## src/rtl/mfda_seq_pkg.sv

```systemverilog
// Shared types and constants for the MFDA valve/pump sequencers.
package mfda_seq_pkg;

  localparam int CNT_W_DEF = 16;

  // Phase codes double as the externally visible phase output.
  typedef enum logic [2:0] {
    S_IDLE  = 3'd0,
    S_LOAD2 = 3'd1,
    S_MIX0  = 3'd2,
    S_LOAD3 = 3'd3,
    S_MIX1  = 3'd4,
    S_FLUSH = 3'd5,
    S_DONE  = 3'd6
  } state_t;

  // Actuator/status bundle driven from the current phase.
  typedef struct packed {
    logic pump_soln1;
    logic pump_soln2;
    logic pump_soln3;
    logic valve_out;
    logic done;
  } act_t;

  localparam act_t ACT_IDLE  = 5'b00000;
  localparam act_t ACT_LOAD2 = 5'b01000;
  localparam act_t ACT_MIX0  = 5'b11000;
  localparam act_t ACT_LOAD3 = 5'b00100;
  localparam act_t ACT_MIX1  = 5'b11110;
  localparam act_t ACT_FLUSH = 5'b00110;
  localparam act_t ACT_DONE  = 5'b00001;

  // Output table lookup for a phase.
  function automatic act_t act_decode(input state_t s);
    case (s)
      S_LOAD2: return ACT_LOAD2;
      S_MIX0:  return ACT_MIX0;
      S_LOAD3: return ACT_LOAD3;
      S_MIX1:  return ACT_MIX1;
      S_FLUSH: return ACT_FLUSH;
      S_DONE:  return ACT_DONE;
      default: return ACT_IDLE;
    endcase
  endfunction

  // Phase that follows a timed phase when its dwell expires.
  function automatic state_t next_phase(input state_t s);
    case (s)
      S_LOAD2: return S_MIX0;
      S_MIX0:  return S_LOAD3;
      S_LOAD3: return S_MIX1;
      S_MIX1:  return S_FLUSH;
      S_FLUSH: return S_DONE;
      default: return S_IDLE;
    endcase
  endfunction

endpackage

```

## src/rtl/mfda_dwell_timer.sv

```systemverilog
// Loadable down-counter with zero flag; never wraps below zero.
module mfda_dwell_timer #(
  parameter int W = 16
) (
  input  logic         clk,
  input  logic         rst_n,
  input  logic         load,
  input  logic [W-1:0] load_val,
  input  logic         dec,
  output logic         zero
);

  logic [W-1:0] cnt;

  // Load has priority over decrement; decrement is held off at zero.
  always_ff @(posedge clk or negedge rst_n) begin
    if (!rst_n) begin
      cnt <= '0;
    end else if (load) begin
      cnt <= load_val;
    end else if (dec && (cnt != '0)) begin
      cnt <= cnt - W'(1);
    end
  end

  assign zero = (cnt == '0);

endmodule

```

## src/rtl/mix_1_iter_sequencer.sv

```systemverilog
// Timed load/mix/flush sequencer for the two-stage mixing netlist.
// Handshake: start is taken only in IDLE (abort has priority there); busy is
// high in every non-IDLE phase; done and aborted are single-cycle pulses.
module mix_1_iter_sequencer
  import mfda_seq_pkg::*;
#(
  parameter int CNT_W = CNT_W_DEF
) (
  input  logic             clk,
  input  logic             rst_n,
  input  logic             start,
  input  logic             abort,
  input  logic [CNT_W-1:0] dwell_load2,
  input  logic [CNT_W-1:0] dwell_mix0,
  input  logic [CNT_W-1:0] dwell_load3,
  input  logic [CNT_W-1:0] dwell_mix1,
  input  logic [CNT_W-1:0] dwell_flush,
  output logic             pump_soln1,
  output logic             pump_soln2,
  output logic             pump_soln3,
  output logic             valve_out,
  output logic             busy,
  output logic             done,
  output logic             aborted,
  output logic [2:0]       phase
);

  state_t           state, state_next, succ;
  act_t             act_q;
  logic             busy_q, aborted_q;
  logic             tmr_load, tmr_dec, tmr_zero, take_abort, capture;
  logic [CNT_W-1:0] tmr_val, shadow_sel;
  // LOAD2's dwell is consumed straight from the input at start, so only the
  // four later dwells need shadowing.
  logic [CNT_W-1:0] sh_mix0, sh_load3, sh_mix1, sh_flush;

  // A dwell of 0 behaves as 1; counter is loaded with effective dwell - 1.
  function automatic logic [CNT_W-1:0] dwell_m1(input logic [CNT_W-1:0] d);
    return (d == '0) ? '0 : d - CNT_W'(1);
  endfunction

  mfda_dwell_timer #(.W(CNT_W)) u_timer (
    .clk      (clk),
    .rst_n    (rst_n),
    .load     (tmr_load),
    .load_val (tmr_val),
    .dec      (tmr_dec),
    .zero     (tmr_zero)
  );

  // Next-state, timer control and abort/capture decisions.
  always_comb begin
    state_next = state;
    tmr_load   = 1'b0;
    tmr_val    = '0;
    tmr_dec    = 1'b0;
    take_abort = 1'b0;
    capture    = 1'b0;
    succ       = next_phase(state);
    case (succ)
      S_MIX0:  shadow_sel = sh_mix0;
      S_LOAD3: shadow_sel = sh_load3;
      S_MIX1:  shadow_sel = sh_mix1;
      S_FLUSH: shadow_sel = sh_flush;
      default: shadow_sel = '0;
    endcase
    case (state)
      S_IDLE: begin
        if (start && !abort) begin
          state_next = S_LOAD2;
          tmr_load   = 1'b1;
          tmr_val    = dwell_m1(dwell_load2);
          capture    = 1'b1;
        end
      end
      S_LOAD2, S_MIX0, S_LOAD3, S_MIX1, S_FLUSH: begin
        if (abort) begin
          state_next = S_IDLE;
          tmr_load   = 1'b1;
          take_abort = 1'b1;
        end else if (tmr_zero) begin
          state_next = succ;
          if (succ != S_DONE) begin
            tmr_load = 1'b1;
            tmr_val  = dwell_m1(shadow_sel);
          end
        end else begin
          tmr_dec = 1'b1;
        end
      end
      S_DONE:  state_next = S_IDLE;
      default: state_next = S_IDLE;
    endcase
  end

  // State register plus outputs registered from the next phase (Moore).
  always_ff @(posedge clk or negedge rst_n) begin
    if (!rst_n) begin
      state     <= S_IDLE;
      act_q     <= ACT_IDLE;
      busy_q    <= 1'b0;
      aborted_q <= 1'b0;
    end else begin
      state     <= state_next;
      act_q     <= act_decode(state_next);
      busy_q    <= (state_next != S_IDLE);
      aborted_q <= take_abort;
    end
  end

  // Shadow dwells, frozen for the whole run.
  always_ff @(posedge clk or negedge rst_n) begin
    if (!rst_n) begin
      sh_mix0  <= '0;
      sh_load3 <= '0;
      sh_mix1  <= '0;
      sh_flush <= '0;
    end else if (capture) begin
      sh_mix0  <= dwell_mix0;
      sh_load3 <= dwell_load3;
      sh_mix1  <= dwell_mix1;
      sh_flush <= dwell_flush;
    end
  end

  assign pump_soln1 = act_q.pump_soln1;
  assign pump_soln2 = act_q.pump_soln2;
  assign pump_soln3 = act_q.pump_soln3;
  assign valve_out  = act_q.valve_out;
  assign done       = act_q.done;
  assign busy       = busy_q;
  assign aborted    = aborted_q;
  assign phase      = state;

endmodule

```

## config.mk

```make
export PLATFORM = sky130hd
export DESIGN_NAME = mix_1_iter_sequencer
export DESIGN_NICKNAME = d
export VERILOG_FILES = /design/src/rtl/mfda_seq_pkg.sv /design/src/rtl/mfda_dwell_timer.sv /design/src/rtl/mix_1_iter_sequencer.sv
export SDC_FILE = /design/constraint.sdc
export NUM_CORES = 1
export LEC_CHECK = 0
export BUFFER_PORTS_ARGS = -buffer_cell sky130_fd_sc_hd__clkbuf_2
export CAP_MARGIN = 20
export CELL_PAD_IN_SITES_DETAIL_PLACEMENT = 0
export CELL_PAD_IN_SITES_GLOBAL_PLACEMENT = 1
export CORE_MARGIN = 4
export CORE_UTILIZATION = 30
export DETAILED_ROUTE_END_ITERATION = 8
export PLACE_DENSITY = 0.67
export SETUP_SLACK_MARGIN = 0.1
export SLEW_MARGIN = 20
export SYNTH_ARGS = -nofsm -noshare
export SYNTH_HDL_FRONTEND = slang
export SYNTH_HIERARCHICAL = 1
export SYNTH_SLANG_ARGS = --single-unit
```

## constraint.sdc

```tcl
create_clock -name clk -period 4.11 [get_ports clk]
set_clock_uncertainty 0.2 [all_clocks]
set_input_delay 0.2055 -clock clk [delete_from_list [all_inputs] [get_ports clk]]
set_output_delay 0.2055 -clock clk [all_outputs]
set_load 0.1 [all_outputs]
```

Word level (Yosys, flattened, before mapping)
Cells that the tools add are included.
- bits in latches: 0
- memories kept: 0
- ROM bits: 0
- register bits after elaboration: 90
- output and inout bits: 10
- memory bits (writable): 0
- input port bits: 84
- add/sub/neg operators: 3
- bitwise gates (word level): 0
- $lt $le $gt $ge: 0
- divide/modulo/power cells: 0
- reductions and logical operators: 11
- $mul: 0
- shift operators: 0
- muxes and demuxes: 27
- eq/ne operators: 16
- operators by type and width (cell ; count):
    16-bit 2-to-1 mux ; 8
    16-bit one-hot mux with 4 select lines ; 1
    16-bit zero test ; 3
    16-bit by 1-bit subtractor with 16-bit output (second input constant) ; 3
    16-bit one-hot mux with 2 select lines ; 1
    5-bit one-hot mux with 6 select lines ; 1
    3-bit == test (second input constant) ; 7
    3-bit by 2-bit == test with 1-bit output (second input constant) ; 6
    16-bit nonzero test ; 1
    3-bit one-hot mux with 5 select lines ; 1
    1-bit 2-to-1 mux ; 10
    3-bit 2-to-1 mux ; 3
    3-bit by 1-bit == test with 1-bit output (second input constant) ; 2
    3-bit one-hot mux with 2 select lines ; 1
    5-bit OR reduction ; 1
    3-bit zero test ; 1
    3-bit != test (second input constant) ; 1
    3-bit nonzero test ; 1
    1-bit logical AND ; 2
    1-bit one-hot mux with 2 select lines ; 1
    2-bit nonzero test ; 1
    1-bit zero test ; 1

Logic depth before layout (Yosys ltp)
Gate-level depths: netlist of run 1.
- depth in word-level cells: 11
- depth in mapped cells: 17
- depth with buffers taken out: 12

Hierarchy
Netlist of run 1, hierarchy kept.
- by module, submodules not included (module ; area an instance (um2) ; instances ; cells an instance ; sequential area each (um2)):
    mix_1_iter_sequencer ; 4345.4 ; 1 ; 386 ; 1851.8
    mfda_dwell_timer ; 1063.5 ; 1 ; 124 ; 400.4

Least setup slack after synthesis of run 1
OpenSTA, ideal clock, no wires.
- kind: register to register
- start: register state[0] (netlist: phase[0])
- end: register u_timer.cnt[8]
- required time: 3769 ps
- path buffers: 6
- data arrival time: 3545 ps
- stages on the path, launching flop included: 18
- slack: 224 ps
- path through: dfrtp_1 > buf_6 > buf_8 > buf_6 > buf_6 > mux2i_1 > a211oi_1 > a21o_1 > inv_1 > ha_1 > nor4b_1 > and2_1 > buf_4 > a41o_2 > buf_4 > o22ai_1 > nor2_1 > a31oi_1
- word-level cells in the longest chain between the ends: 11
- elaborated cells between the ends (all ways): 29
- RTL lines (what ; RTL line ; RTL):
    from (decl) ; mix_1_iter_sequencer.sv:28 ; state_t state, state_next, succ;
    from (signal assigned) ; mix_1_iter_sequencer.sv:104 ; state <= state_next;
    3-bit == test, or another cell as far along ; mfda_seq_pkg.sv:49, mix_1_iter_sequencer.sv:67 ;
    3-bit one-hot mux with 5 select lines ; mfda_seq_pkg.sv:49 ; case (s)
    3-bit == test / 3-bit by 2-bit == test with 1-bit output (equally long branches) ; mix_1_iter_sequencer.sv:60 ; case (succ)
    16-bit one-hot mux with 4 select lines ; mix_1_iter_sequencer.sv:60 ;
    16-bit by 1-bit subtractor with 16-bit output / 16-bit zero test (equally long branches) ; mix_1_iter_sequencer.sv:39 ; return (d == '0) ? '0 : d - CNT_W'(1);
    16-bit 2-to-1 mux ; mix_1_iter_sequencer.sv:39 ;
    16-bit 2-to-1 mux ; mix_1_iter_sequencer.sv:83 ; if (succ != S_DONE) begin
    16-bit 2-to-1 mux ; mix_1_iter_sequencer.sv:81 ; end else if (tmr_zero) begin
    16-bit 2-to-1 mux ; mix_1_iter_sequencer.sv:77 ; if (abort) begin
    16-bit one-hot mux with 2 select lines (*) ; mix_1_iter_sequencer.sv:67 ; case (state)
    via tmr_val[8] ; mix_1_iter_sequencer.sv:32 ; logic [CNT_W-1:0] tmr_val, shadow_sel;
    16-bit 2-to-1 mux (*) ; mfda_dwell_timer.sv:19 ; end else if (load) begin
    to (signal assigned) ; mfda_dwell_timer.sv:20 ; cnt <= load_val;
    to (signal assigned) ; mfda_dwell_timer.sv:22 ; cnt <= cnt - W'(1);
    to (decl) ; mfda_dwell_timer.sv:13 ; logic [W-1:0] cnt;
Mark *: on every way through the listed nets, which the timed path passes. The rest lies on a longest branch.
A chain may end at the register's enable or synchronous reset.

Worst setup path after layout of run 1
- start: register state[2] (netlist: phase[2])
- end: register u_timer.cnt[11]
The elaborated chain is that of the path after synthesis.

==> impl_metrics.csv, run 1 <==
group,metric,value,unit
synthesis,syn_nets,598,
sta,finalSetupViolations,0,
global_routing,grtUsageTotal,0.156,
synthesis,ys_seq_area_frac,0.416,
sta,worst_slew_pin_slew,837,ps
cts,insertion_delay,350,ps
cts,cts_num_sinks,90,
placement,port_buffers,93,
global_routing,grt_max_degree,67,
synthesis,synth_cells,510,
setup_path,cpLargestDelayFamily,"simple AND/OR/NAND/NOR gates",
sta,fin_crit_sh,0.881,
cts,numCtsBuffers,9,
setup_path,crit_chain,"nor3b_2 > buf_4 > a21oi_1 > ha_1 > nor4b_2 > and2_1 > a41o_2 > o31ai_1 > nor2_1 > a31oi_1",
sta,hold_violations,0,
drt,num_vias,4670,
die,coreArea,17500,sq um
sta,finalMaxSlewViolations,0,
placement,placedCellCount,811,
synthesis,ys_ff_latch,90,
drt,vias_per_cell,5.23,
cts,clk_pin_slew,60,ps
global_routing,overflow,0,
synthesis,synthTopCellsByArea,"dfrtp_1, mux2_2, mux2i_1",
cells_and_area,drive_gt1_frac,0.319,
sta,fmax,0.276,GHz
cells_and_area,stdcell_area,7040,sq um
synthesis,async_reset_ff_frac,1.00,
placement,place_congestion,0.836,
cts,cts_setup_buffers,0,
die,die_area,20200,sq um
cells_and_area,areaGrowthSynthToFinish,30.1,%
die,die_w,142,microns
global_routing,grt_pass1_vias,4793,
cells_and_area,layout.nets,751,
power,power.leakage,2.95,nW
placement,hpwl,11200,microns
setup_path,worst_ep_arrival_time,3690,ps
cells_and_area,stdcell_count,893,
die,die_h,142,microns
job,cap_viol_max_count,0,
drt,wire_per_inst,17.2,microns
setup_path,cp.required,4180,ps
global_routing,antenna_found_initial,0,
synthesis,syn_avg_cell_area,10.6,sq um
cells_and_area,antenna_cells,0,
cts,h-tree-depth,3,
cts,cts_tree,"yes",
setup_path,crit_buf_inv,1,
setup_path,cp_max_fo,18,
die,row_count,48,
die,io_pins,94,
drt,routed_wl,15300,microns
sta,finalCriticalPeriod,3620,ps
synthesis,synthTopCellsByCount,"dfrtp_1, mux2_2, nor2_1",
synthesis,synth_most_common_cell,"dfrtp_1",
power,power,0.00274,W
setup_path,critPathSlowestCell,"dfrtp_1",
sta,rsz0062_at_grt,"false",
setup_path,critPathKind,"flip-flop to flip-flop",
cts,clock_path_buffers,2,
sta,slew_headroom,0.442,
synthesis,synth_edf_count,0,
drt,drt-initial-drc-count,284,
cts,clockRootBuffer,"clkbuf_16",
drt,final_antenna_net_count,0,
drt,firstDrtPassIters,7,
synthesis,synth_ff_type,"dfrtp_1",
power,powerDensity,390,nW/um^2
power,vdd_drop_max,0.261,mV
setup_path,endpoint_kind,"flip-flop",
synthesis,yosysWarnings,6,
synthesis,synthDominantCellAreaShare,0.416,
min_path,hp-class,"input port to flip-flop",
synthesis,ys_types,74,
setup_path,slowest_delay,670,ps
synthesis,synth_top_area_cell,"dfrtp_1",
synthesis,synthesis.area,5410,sq um
placement,place_area,6070,sq um
drt,drc,0,
global_routing,grt_pass1_wl,25100,microns
outcome,status,"finished clean",
cells_and_area,fillers,1696,
die,initial_core_util,0.309,
setup_path,cp-start-kind,"flip-flop",
sta,setup-tns-final,0,ps
area by class of cell:
type | instances | area [sq um] | area share
sequential | 90 | 2250 | 0.320
tap | 225 | 282 | 0.0400
inverter | 14 | 52.6 | 0.00747
clock inverter | 4 | 51.3 | 0.00729
clock buffer | 12 | 246 | 0.0350
timing repair buffer | 172 | 1230 | 0.174
multi-input combinational | 376 | 2930 | 0.416
kinds of logic after synthesis:
kind of cell,count (synthesis),synth area share
flops,90,0.416
compound gates,116,0.151
xor+xnor,19,0.0308
fa+ha+maj,4,0.00925
mux,82,0.168
simple gates,155,0.178
buf+inv,44,0.0467
flip-flops by register name, indices dropped and copies added, names as in the netlist:
register,count
aborted,1
busy,1
done,1
phase,3
pump_soln1,1
pump_soln2,1
pump_soln3,1
sh_flush,16
sh_load3,16
sh_mix0,16
sh_mix1,16
u_timer/cnt,16
valve_out,1
tightest hold or removal path, delay by kind of cell:
kind / cells / cell delay (ps)
AO/OA/AOI/OAI: 2 / 130
buffers and inverters: 1 / 120
AND/OR/NAND/NOR: 1 / 70
where the power goes:
part	switching [W]	leakage [nW]	total, W	internal, W
sequential	0.000125	1.09	0.00117	0.00105
combinational	0.000371	1.71	0.000728	0.000357
clock	0.000352	0.143	0.000841	0.000489
repair_timing:
item	in CTS	in global routing
hold endpoints to repair	132	0
setup endpoints to repair	0	2
hold buffers	66	0
resized for setup	0	1
layer usage:
metal,global-route usage,vias up,wire [microns]
met5,0,-,0
met4,0.0586,0,336
met3,0.0279,24,619
met2,0.256,114,7390
met1,0.206,2291,7000
li1,-,2241,-
final timing paths:
check	startpoint	end	slack (ps)	depth (start not counted)
hold / removal	dwell_load2[0]	u_timer/cnt[0]$_DFFE_PN0P_	20	4
hold reg to reg	sh_load3[12]$_DFFE_PN0P_	sh_load3[12]$_DFFE_PN0P_	300	1
min in group asynchronous	rst_n	pump_soln3$_DFF_PN0_	340	2
setup / recovery	phase[2]$_DFF_PN0_	u_timer/cnt[11]$_DFFE_PN0P_	490	10
max in group asynchronous	rst_n	phase[0]$_DFF_PN0_	2500	3
setup reg to reg	phase[2]$_DFF_PN0_	u_timer/cnt[11]$_DFFE_PN0P_	490	10
through the flow:
step	util	hold slack [ps]	setup WS (ps)
after global routing	0.403	38.8	191
after CTS	0.402	7.20	382
final	0.403	23.2	491
after floorplan	-	-290	224
after global placement	0.348	160	493
after detailed placement	0.348	170	406
placed cells by master (no fill, tap or decap), types with 5 or more instances in the layout:
master,Yosys,routed
o21ai_1,8,8
nor2_1,30,30
dfrtp_1,90,90
nand3_1,6,6
or3_1,6,6
a31oi_1,8,8
or4_1,6,6
mux2i_1,15,15
o21ai_0,12,12
o22ai_1,8,8
a21o_1,7,7
a21oi_1,25,25
nand3b_1,7,7
mux2_2,65,65
clkbuf_2,1,92
xnor2_1,12,12
nand4b_1,5,5
nor4_1,12,12
nand2_1,22,22
a211oi_1,7,7
o31ai_1,6,6
inv_1,14,14
dlygate4sd3_1,0,66
and2_1,5,5
nor3_1,13,13
buf_4,2,14
clkbuf_16,0,9
nand4_1,7,7
xor2_1,7,7
No activity file was read; power rests on OpenSTA's default activity.
==> run 2, diff against run 1 <==
PLACE_DENSITY = unset   (was 0.67)
PLACE_DENSITY_LB_ADDON = 0.05   (was unset)
==> run 2 against run 1 <==
Register-to-register slack about the same. First-iteration DRC count increased by 22%. Global-route usage increased by 0.40 points. Combinational power about the same. Cell area increased by 0.30%. Cell count unchanged. Core utilization increased by 0.12 points. Sequential cell count unchanged. Clock power increased by 3.1%.
==> impl_metrics.csv, run 2 (synthesized netlist as in run 1, its figures left out) <==
group,metric,value,unit
outcome,status,"finished clean",
cts,numCtsBuffers,9,
placement,port_buffers,93,
drt,drc,0,
cts,clockRootBuffer,"clkbuf_16",
sta,fin_crit_sh,0.879,
sta,finalCriticalPeriod,3610,ps
cts,clock_path_buffers,2,
cts,cts_num_sinks,90,
power,power.leakage,2.96,nW
die,die_area,20200,sq um
power,powerDensity,394,nW/um^2
min_path,whs_path_depth,4,
global_routing,overflow,0,
sta,setup-tns-final,0,ps
cts,clk_pin_slew,70,ps
die,io_pins,94,
drt,num_vias,4657,
sta,finalMaxSlewViolations,0,
global_routing,grt_pass1_wl,25400,microns
setup_path,r2r_setup_slack,500,ps
setup_path,critPathKind,"flip-flop to flip-flop",
drt,drt-initial-drc-count,347,
cts,cts_resized,0,
cts,cts_tree,"yes",
drt,routed_wl,15800,microns
placement,place_congestion,0.808,
cells_and_area,layout_common_cells,"clkbuf_2, dfrtp_1, dlygate4sd3_1",
power,vdd_drop_max,0.202,mV
min_path,min_to,"u_timer/cnt[0]$_DFFE_PN0P_",
global_routing,grt_pass1_vias,4498,
setup_path,endpoint_kind,"flip-flop",
job,cap_viol_max_count,0,
placement,post-place-ws,479,ps
drt,vias_per_cell,5.22,
setup_path,r2r-end,"u_timer/cnt[10]$_DFFE_PN0P_",
die,initial_core_util,0.309,
cells_and_area,fillers,1738,
setup_path,worst_ep_arrival_time,3680,ps
sta,finalSetupViolations,0,
sta,rsz0062_at_grt,"false",
placement,hpwl,12000,microns
global_routing,grtUsageTotal,0.160,
die,die_w,142,microns
sta,worst_slew_pin_slew,854,ps
sta,hold_violations,0,
cells_and_area,fin_util,0.404,
cells_and_area,final_common_cell,"clkbuf_2",
min_path,hp-class,"input port to flip-flop",
die,die_h,142,microns
min_path,hp-start,"dwell_load2[0]",
drt,wire_per_inst,17.7,microns
setup_path,cp-start-kind,"flip-flop",
cells_and_area,areaGrowthSynthToFinish,30.5,%
setup_path,cp_max_fo,35,
cts,insertion_delay,340,ps
setup_path,r2r_start,"phase[0]$_DFF_PN0_",
drt,final_antenna_net_count,0,
cells_and_area,drive_gt1_frac,0.320,
sta,slew_headroom,0.431,
die,coreArea,17500,sq um
cells_and_area,layout.nets,751,
cts,h-tree-depth,3,
setup_path,cp.required,4170,ps
die,row_count,48,
drt,firstDrtPassIters,5,
sta,fin_ws,496,ps
global_routing,antenna_found_initial,0,
sta,holdWs,112,ps
sta,fmax,0.277,GHz
cells_and_area,antenna_cells,0,
global_routing,grt_max_degree,65,
cells_and_area,stdcell_area,7060,sq um
setup_path,ff2ff_path_depth,9,
placement,place_area,6090,sq um
[run 2: worst max-delay path, cell delays in order, from the launching register on]
cell	delay (ps)
dfrtp_1	620
buf_4	440
mux2i_1	150
a211oi_1	580
nor4b_1	120
buf_4	180
and2_1	210
a41o_2	410
o32ai_1	420
a2bb2oi_1	200
[run 2: how the worst max path moves through the flow]
stage	startpoint	endpoint	depth (start not counted)
2_1_floorplan	phase[0]$_DFF_PN0_	u_timer/cnt[8]$_DFFE_PN0P_	17
3_5_place_dp	phase[0]$_DFF_PN0_	u_timer/cnt[10]$_DFFE_PN0P_	9
6_report	phase[0]$_DFF_PN0_	u_timer/cnt[10]$_DFFE_PN0P_	9
3_3_place_gp	phase[0]$_DFF_PN0_	u_timer/cnt[10]$_DFFE_PN0P_	9
4_1_cts	phase[0]$_DFF_PN0_	u_timer/cnt[10]$_DFFE_PN0P_	9
5_1_grt	phase[0]$_DFF_PN0_	u_timer/cnt[10]$_DFFE_PN0P_	9
[run 2: cell type report]
class / instances / area (sq um) / share of cell area
clock buffers: 11 / 253 / 0.0358
multi-input cells: 376 / 2920 / 0.414
flip-flops and latches: 90 / 2250 / 0.319
well taps: 225 / 282 / 0.0399
clock inverters: 5 / 60.1 / 0.00851
inverters: 14 / 52.6 / 0.00744
repair buffers: 172 / 1240 / 0.175
[run 2: metrics by stage]
stage / power (W) / std cells
detailed placement: 0.00189 / 811
global placement: 0.00189 / 811
global route: 0.00295 / 893
floorplan: 0.00165 / 510
finish: 0.00279 / 893
CTS: 0.00283 / 893
[run 2: repair_timing]
item,CTS,global route
buffers inserted,0,0
hold buffers,66,0
hold endpoints to repair,128,0
[run 2: routing by layer]
metal  share of wire  vias to the layer above  track usage
li1                -                     2237            -
met5               0                        -            0
met3           0.051                       14       0.0309
met2            0.46                      121        0.246
met4           0.016                        0       0.0434
met1            0.47                     2285        0.231
[run 2: report_power, final]
group	internal [W]	switching, W	total, W
clock	0.000508	0.000359	0.000867
combinational	0.000365	0.000365	0.000730
sequential	0.00105	0.000140	0.00119
total	0.00192	0.000864	0.00279
==> run 3, diff against run 2 <==
SYNTH_HIERARCHICAL = unset   (was 1)
==> run 3 against run 2 <==
First-iteration DRC count shrank 52%. Cell area is 0.64% higher. Clock power shrank 1%. Area after synthesis increased by 2.0%. Die area increased by 1.9%. Total power rose by 9.6%. Largest power group unchanged.
==> impl_metrics.csv, run 3 <==
group,metric,value,unit
outcome,status,"finished clean",
sta,setup-tns-final,0,ps
min_path,hp-start,"abort",
power,seqPwrFrac,0.403,
cells_and_area,fin_util,0.394,
cts,clock_path_buffers,2,
setup_path,endpoint_kind,"flip-flop",
synthesis,synthTopCellsByCount,"dfrtp_1, mux2_2, nor2_1",
sta,finalCriticalPeriod,3150,ps
drt,routed_wl,15700,microns
sta,slew_headroom,0.412,
power,p_sw_frac,0.328,
sta,finalMaxSlewViolations,0,
setup_path,worst_ep_arrival_time,3180,ps
setup_path,r2r-end,"u_timer.cnt[14]$_DFFE_PN0P_",
drt,vias_per_cell,5.07,
setup_path,r2r_start,"phase[0]$_DFF_PN0_",
sta,finalSetupViolations,0,
cts,insertion_delay,340,ps
cells_and_area,areaGrowthSynthToFinish,28.8,%
sta,fin_crit_sh,0.767,
cells_and_area,final_common_cell,"clkbuf_2",
synthesis,yosysWarnings,0,
cells_and_area,layout.nets,742,
global_routing,overflow,0,
global_routing,grt_pass1_wl,25200,microns
power,switchingPower,0.00100,W
die,row_count,49,
cts,cts_num_sinks,90,
placement,placedCellCount,806,
power,p_comb_frac,0.316,
synthesis,synth_ff_type,"dfrtp_1",
cells_and_area,drive_gt1_frac,0.327,
synthesis,synth_top_area_cell,"dfrtp_1",
power,vdd_drop_max,0.191,mV
setup_path,critPathKind,"flip-flop to flip-flop",
synthesis,syn_nets,591,
cts,cts_setup_buffers,0,
global_routing,grtUsageTotal,0.158,
power,powerDensity,430,nW/um^2
setup_path,cp.required,4140,ps
cts,clk_pin_slew,70,ps
drt,drt-initial-drc-count,168,
synthesis,synth_cells,502,
cells_and_area,fillers,1836,
sta,fmax,0.317,GHz
min_path,hp-class,"input port to flip-flop",
cells_and_area,antenna_cells,0,
setup_path,slowest_delay,420,ps
die,die_w,144,microns
drt,firstDrtPassIters,4,
job,cap_viol_max_count,0,
global_routing,grt_max_degree,67,
die,die_h,144,microns
synthesis,synthesis.area,5520,sq um
placement,place_congestion,0.799,
synthesis,syn_avg_cell_area,11.0,sq um
setup_path,critPathSlowestCell,"dfrtp_1",
sta,worst_slew_pin_slew,881,ps
power,clkPwrFrac,0.281,
synthesis,synth_most_common_cell,"dfrtp_1",
cts,cts_tree,"yes",
sta,holdWs,60.0,ps
drt,wire_per_inst,17.7,microns
global_routing,grt_pass1_vias,4536,
global_routing,antenna_found_initial,0,
power,power.leakage,2.92,nW
die,coreArea,18000,sq um
power,p_int,0.00205,W
synthesis,ys_seq_area_frac,0.408,
drt,num_vias,4501,
cts,numCtsBuffers,9,
setup_path,crit_chain,"or2_1 > o221a_2 > ha_1 > o21ai_0 > a2111oi_2 > and3_4 > a21o_1 > nor3_1 > o32a_1",
cts,h-tree-depth,3,
setup_path,ff2ff_path_depth,9,
sta,rsz0062_at_grt,"false",
setup_path,cp-start-kind,"flip-flop",
drt,final_antenna_net_count,0,
synthesis,synthTopCellsByArea,"dfrtp_1, mux2_2, xnor2_1",
placement,hpwl,11600,microns
setup_path,r2r_setup_slack,960,ps
setup_path,cp_max_fo,9,
placement,port_buffers,93,
synthesis,synthDominantCellAreaShare,0.408,
synthesis,synth_edf_count,0,
cells_and_area,layout_common_cells,"clkbuf_2, dfrtp_1, dlygate4sd3_1",
synthesis,ys_types,80,
min_path,whs_path_depth,2,
die,initial_core_util,0.306,
min_path,min_to,"aborted$_DFF_PN0_",
synthesis,async_reset_ff_frac,1.00,
sta,hold_violations,0,
cts,clockRootBuffer,"clkbuf_16",
cells_and_area,stdcell_count,887,
die,die_area,20600,sq um
synthesis,ys_ff_latch,90,
drt,drc,0,
die,io_pins,94,
## run 3: changes by cell type in the layout (fill, tap and decap cells not counted), sizes merged, moves of 6 or more
| cell | previous run | this run |
|---|---|---|
| buf | 14 | 8 |
| nor2 | 30 | 39 |
| o41ai | 6 | 0 |
| xnor2 | 12 | 19 |
## run 3: metrics by stage
stage          setup slack [ps]  cell area, sq um  power (W)
2_1_floorplan               649              5520    0.00189
3_3_place_gp                941              6150    0.00216
3_5_place_dp                921              6150    0.00217
4_1_cts                     892              7110    0.00310
5_1_grt                     654              7110    0.00324
6_report                    959              7110    0.00305
## run 3: what timing repair did
action / CTS / global route
hold buffers: 65 / 0
resized for setup: 0 / 0
endpoints found under the hold margin: 129 / 0
## run 3: power by group through the flow
stage          combinational, W  sequential (W)  clock, W
3_3_place_gp           0.000917         0.00125         0
6_report               0.000966         0.00123  0.000858
4_1_cts                0.000977         0.00123  0.000892
3_5_place_dp           0.000925         0.00125         0
5_1_grt                 0.00107         0.00125  0.000921
2_1_floorplan          0.000663         0.00123         0
## run 3: layout make-up
type | instances | area, sq um | share of cell area
Timing Repair Buffer | 165 | 1170 | 0.165
Clock inverter | 3 | 46.3 | 0.00652
Multi-Input combinational cell | 376 | 3050 | 0.429
Clock buffer | 13 | 260 | 0.0366
Tap cell | 229 | 287 | 0.0403
Sequential cell | 90 | 2250 | 0.317
Inverter | 11 | 41.3 | 0.00581
## run 3: kinds of logic (layout without fill, tap and decap cells)
family,after synthesis,count (layout),synth area share
AO/OA/AOI/OAI,109,109,0.158
XOR/XNOR,21,21,0.0333
adder cells (fa/ha/maj),5,5,0.0113
buffers and inverters,36,192,0.0392
AND/OR/NAND/NOR,161,161,0.189
flip-flops,90,90,0.408
multiplexers,80,80,0.161
## run 3: critical path, delay by kind of cell, from the launching register on
family	cells	cell delay [ps]
AO/OA/AOI/OAI	5	1450
adder cells (fa/ha/maj)	1	160
flip-flops	1	420
AND/OR/NAND/NOR	3	800
## run 3: how the worst max path moves through the flow
| stage | to | slack, ps | depth (start not counted) | startpoint |
|---|---|---|---|---|
| 3_3_place_gp | u_timer.cnt[14]$_DFFE_PN0P_ | 940 | 8 | phase[1]$_DFF_PN0_ |
| 6_report | u_timer.cnt[14]$_DFFE_PN0P_ | 960 | 9 | phase[0]$_DFF_PN0_ |
| 4_1_cts | u_timer.cnt[14]$_DFFE_PN0P_ | 890 | 8 | phase[1]$_DFF_PN0_ |
| 3_5_place_dp | u_timer.cnt[14]$_DFFE_PN0P_ | 920 | 8 | phase[1]$_DFF_PN0_ |
| 2_1_floorplan | u_timer.cnt[14]$_DFFE_PN0P_ | 650 | 12 | phase[1]$_DFF_PN0_ |
| 5_1_grt | u_timer.cnt[14]$_DFFE_PN0P_ | 650 | 8 | phase[1]$_DFF_PN0_ |
## run 3: per-layer routing
layer	global-route usage	share of wire	vias up
met1	0.224	0.47	2166
li1	-	-	2201
met5	0	0	-
met4	0.0580	0.019	0
met3	0.0170	0.040	18
met2	0.250	0.47	116
